### src/rtl/bus_arbiter.sv
// Two-requester bus arbiter in front of a single shared memory port.
// Requester 0 (core) and requester 1 (loader) are granted through an
// IDLE/GRANT0/GRANT1 FSM. A holder is preempted after MAX_BURST granted
// cycles when the other requester is waiting.
// Optional feature macro: BUS_ARB_ROUND_ROBIN_EN -- simultaneous requests in
// IDLE go to the requester that was not last granted. Without it, requester 0
// always wins a tie.
module bus_arbiter #(
   parameter int unsigned DATA_WIDTH = 32,
   parameter int unsigned MAX_BURST  = 4
) (
   input  logic                  clk,
   input  logic                  rst,
   input  logic                  m0_req,
   input  logic                  m1_req,
   input  logic [DATA_WIDTH-1:0] m0_addr,
   input  logic [DATA_WIDTH-1:0] m1_addr,
   input  logic                  m0_wren,
   input  logic                  m1_wren,
   input  logic [DATA_WIDTH-1:0] m0_wrdata,
   input  logic [DATA_WIDTH-1:0] m1_wrdata,
   output logic                  m0_gnt,
   output logic                  m1_gnt,
   output logic                  m0_rvalid,
   output logic                  m1_rvalid,
   output logic [DATA_WIDTH-1:0] rddata,
   output logic [DATA_WIDTH-1:0] mem_addr,
   output logic [DATA_WIDTH-1:0] mem_wrdata,
   output logic                  mem_wren,
   input  logic [DATA_WIDTH-1:0] mem_rddata
);

   localparam int unsigned CNT_W = (MAX_BURST > 1) ? $clog2(MAX_BURST) : 1;
   localparam logic [CNT_W-1:0] CNT_LAST = CNT_W'(MAX_BURST - 1);

   localparam logic [1:0] IDLE   = 2'd0;
   localparam logic [1:0] GRANT0 = 2'd1;
   localparam logic [1:0] GRANT1 = 2'd2;

   logic [1:0]       state;
   logic [1:0]       state_nxt;
   logic [1:0]       tie_pick;
   logic [CNT_W-1:0] burst_cnt;
   logic             rd0;
   logic             rd1;

   assign m0_gnt = (state == GRANT0);
   assign m1_gnt = (state == GRANT1);

   // A read completes when the granted requester asserts req with wren low.
   assign rd0 = m0_gnt && m0_req && !m0_wren;
   assign rd1 = m1_gnt && m1_req && !m1_wren;

`ifdef BUS_ARB_ROUND_ROBIN_EN
   logic last_gnt;

   // Tie goes to whichever requester was not granted most recently.
   assign tie_pick = last_gnt ? GRANT0 : GRANT1;

   // Remember the requester of the most recent grant entry; 1 so m0 wins first.
   always_ff @(posedge clk or negedge rst) begin
      if (!rst) begin
         last_gnt <= 1'b1;
      end else if (state_nxt != state) begin
         if (state_nxt == GRANT0) last_gnt <= 1'b0;
         else if (state_nxt == GRANT1) last_gnt <= 1'b1;
      end
   end
`else
   assign tie_pick = GRANT0;
`endif

   // State register.
   always_ff @(posedge clk or negedge rst) begin
      if (!rst) state <= IDLE;
      else      state <= state_nxt;
   end

   // Next-state: arbitration from IDLE, hand-over on req drop or burst limit.
   always_comb begin
      state_nxt = state;
      case (state)
         IDLE: begin
            if (m0_req && m1_req) state_nxt = tie_pick;
            else if (m0_req)      state_nxt = GRANT0;
            else if (m1_req)      state_nxt = GRANT1;
         end
         GRANT0: begin
            if (!m0_req)                            state_nxt = m1_req ? GRANT1 : IDLE;
            else if (m1_req && burst_cnt == CNT_LAST) state_nxt = GRANT1;
         end
         GRANT1: begin
            if (!m1_req)                            state_nxt = m0_req ? GRANT0 : IDLE;
            else if (m0_req && burst_cnt == CNT_LAST) state_nxt = GRANT0;
         end
         default: state_nxt = IDLE;
      endcase
   end

   // Granted-cycle counter: clears on any state change, saturates at the limit.
   always_ff @(posedge clk or negedge rst) begin
      if (!rst) begin
         burst_cnt <= '0;
      end else if (state_nxt != state) begin
         burst_cnt <= '0;
      end else if (state != IDLE && burst_cnt != CNT_LAST) begin
         burst_cnt <= burst_cnt + CNT_W'(1);
      end
   end

   // Read data capture and one-cycle valid pulse per completed read.
   always_ff @(posedge clk or negedge rst) begin
      if (!rst) begin
         rddata    <= '0;
         m0_rvalid <= 1'b0;
         m1_rvalid <= 1'b0;
      end else begin
         m0_rvalid <= rd0;
         m1_rvalid <= rd1;
         if (rd0 || rd1) rddata <= mem_rddata;
      end
   end

   // Shared memory port mux from the granted requester; quiet in IDLE.
   always_comb begin
      mem_addr   = '0;
      mem_wrdata = '0;
      mem_wren   = 1'b0;
      if (m0_gnt) begin
         mem_addr   = m0_addr;
         mem_wrdata = m0_wrdata;
         mem_wren   = m0_wren && m0_req;
      end else if (m1_gnt) begin
         mem_addr   = m1_addr;
         mem_wrdata = m1_wrdata;
         mem_wren   = m1_wren && m1_req;
      end
   end

endmodule

### config.mk
export PLATFORM = sky130hd
export DESIGN_NAME = bus_arbiter
export DESIGN_NICKNAME = d
export VERILOG_FILES = /design/src/rtl/bus_arbiter.sv
export SDC_FILE = /design/constraint.sdc
export NUM_CORES = 1
export LEC_CHECK = 0
export ABC_AREA = 1
export CAP_MARGIN = 5
export CORE_MARGIN = 10
export CORE_UTILIZATION = 30
export CTS_BUF_LIST = sky130_fd_sc_hd__clkbuf_16
export DETAILED_ROUTE_END_ITERATION = 10
export GPL_ROUTABILITY_DRIVEN = 0
export PLACE_DENSITY = 0.88
export SYNTH_ARGS = -nofsm -noshare
export SYNTH_HDL_FRONTEND = slang
export SYNTH_SLANG_ARGS = --single-unit
### constraint.sdc
create_clock -name clk -period 3.87 [get_ports clk]
set_input_delay 0.774 -clock clk [delete_from_list [all_inputs] [get_ports clk]]
set_output_delay 0.774 -clock clk [all_outputs]
set_load 0.01 [all_outputs]
==> summary.txt <==
Cts hold-fix bufs - 0
Placed cell count - 612
Post-Syn Instances - 267
Routed Antenna Nets - 0
Most common cell in the netlist - nand2_1
Static Leakage - 2.25 nW
Max H-tree Level - 2
CP startpoint kind - flip-flop
Critical path class - reg -> out
HP Class - reg -> reg
Worst setup margin - 0.712 ns
Setup violators final - 0
Syn Nets - 434
Clock latency on the worst-skew pair - 0.28 ns
Setup TNS - 0 ns
Count of cell types in the netlist - 23
CTS tree - built
Ys async rst share - 100%
Initial antenna violation count - 0
Iter 0 DRT Violations - 168
CTS buffer count - 5
CTS max path bufs - 2
Sink Count - 38
Worst stage delay on the critical path - 0.60 ns
Avg Cell Area, Syn - 8.62 um2
Rows - 31
Core region area - 0.00737 mm2
Fraction of layout cells with a size suffix above 1 - 3.84%
Seq/Total Area, Yosys - 41.3%
Slew headroom - 43.7%
Reg2Reg Launch Point - state[1]
Worst path slowest cell - nor2_4
Setup crit end - mem_addr[23]
Place WS - 0.867 ns
Actual slew at the worst max-slew pin - 0.844 ns
Starting Density - 31.2%
Hold WS - 0.509 ns
# diodes - 0
DR WL met3 - 1600 um
Critical path capture point type - output pin
Min Tclk post-route - 3.16 ns
CP Data Required Time - 3.10 ns
Syn-to-layout area delta - 124%
R2r endpoint - rddata[3]
Largest net degree at the start of global routing - 42
Die height - 108 um
Top_reg_cell synth - dfrtp_1
Vias in the first global route - 3213
Vias - 3103
Top Ports - 267
Post-CTS Repair Setup Buffers - 0
Buffers added on ports - 266
Mapped Area - 0.00230 mm2
Remaining DRCs - 0
Reg clk slew, reported paths - 0.06 ns
Yosys warning total - 0
Post-CTS resize count - 0
Max Slew Vio Count - 0
Worst R2R Path Depth - 6
Root buf cell - clkbuf_16
Final wirelength - 14400 um
PD cells - 622 mW/mm2
Synth top cells by count - nand2_1 (76), a22o_1 (64), dfrtp_1 (38), nand3_1 (33), buf_2 (9)
Number of synthesized flops with an enable pin - 0
First-pass GRT wire length - 20300 um
Met2 wire length - 7450 um
Layout Skew - 0.00395 ns
Fmax - 317 MHz
Gr usage total - 22.9%
Ranking of synthesized cells by area - dfrtp_1 (41%), a22o_1 (24%), nand2_1 (12%), nand3_1 (7.2%), buf_6 (2.9%)
Die Area - 0.0116 mm2
Overflow after GRT - 0
Die Span X - 108 um
FF+latch count, synth - 38
Final worst path period share - 81.6%
Max Cap Viol - 0
Routed len/inst - 23.3 um
First-pass detailed-route iteration total - 4
# fillers - 573
M1 WL - 5060 um
RSZ-0062 raised after global routing - no
Vias/cell - 5.00
Area leader, netlist - dfrtp_1
CP startpoint - state[1]
Nets - 687
Post-synth top area share - 41.3%
Ordered cell list for the critical path - nor2_4, buf_12, a22o_1, clkdlybuf4s50_1
R2R setup slack - 1.66 ns
Cell Count, Final, Fillers Out - 620
Status - completed
Maximum VDD drop - 0.441 mV
Worst Path Arrival - 2.38 ns
Critical path peak fanout - 41
Highest Signal Layer - met4
DP HPWL - 11900 um
Final hold vios - 0
## cells by family (layout without fill, tap and decap cells)
kind of cell	Yosys count	in the layout	synth area share, %
buffers and inverters	35	289	8.80
AO/OA/AOI/OAI	72	72	26.5
flip-flops	38	38	41.3
AND/OR/NAND/NOR	120	120	22.4
adder cells (fa/ha/maj)	1	1	0.543
XOR/XNOR	1	1	0.381
## worst min path at each step
stage	end	slack (ns)	cells after the start	from
after global routing	rddata[28]	0.53	2	rddata[28]
after detailed placement	rddata[15]	0.50	2	rddata[15]
after CTS	rddata[28]	0.51	2	rddata[28]
after floorplan	burst_cnt[0]	0.48	0	rst
final	rddata[15]	0.51	2	rddata[15]
after global placement	rddata[12]	0.49	2	rddata[12]
## cell usage in the layout (no fill, tap or decap), drive strengths merged, types with 2 or more instances in the layout
cell type | synthesis | layout
nand2 | 77 | 77
a22o | 64 | 64
bufinv | 0 | 2
buf | 19 | 5
clkbuf | 5 | 5
o21ai | 2 | 2
clkdlybuf4s50 | 0 | 265
a21oi | 2 | 2
inv | 11 | 11
dfrtp | 38 | 38
nor2 | 8 | 8
nand3 | 35 | 35
## cell type report
class                           count  area [um2]  area share, %
Tap cell                           99         124           2.40
Inverter                           11        41.3          0.799
Clock inverter                      3        63.8           1.24
Clock buffer                        5         125           2.42
Multi-Input combinational cell    194        1150           22.2
Sequential cell                    38         951           18.4
Timing Repair Buffer              270        2710           52.5
## through the flow
stage	power, mW	utilization (%)	area [um2]
detailed placement	2.70	67.5	4980
global route	3.39	70.1	5170
finish	3.21	70.1	5170
global placement	2.65	67.5	4980
CTS	3.24	70.1	5170
floorplan	1.55	-	2300
## worst max-delay path, delay by kind of cell (launching register included)
kind / cells / cell delay [ns]
AOI/OAI and AO/OA: 1 / 0.18
buffers and inverters: 2 / 0.86
DFF: 1 / 0.46
and+or+nand+nor: 1 / 0.60
## registers in the layout, indices dropped and copies added, names as in the netlist
signal and flops:
burst_cnt 2, state 2, m1_rvalid 1, rddata 32, m0_rvalid 1
## layer usage
metal | up-vias | track usage, %
met5 | - | 0
met1 | 1436 | 25.4
met3 | 23 | 8.74
met2 | 186 | 39.6
met4 | 0 | 6.68
li1 | 1458 | -
## where the power goes
group / internal [mW] / switching (mW)
Sequential: 0.568 / 0.106
Combinational: 1.13 / 0.890
Clock: 0.367 / 0.155
Power figures use the tool's default switching activity.
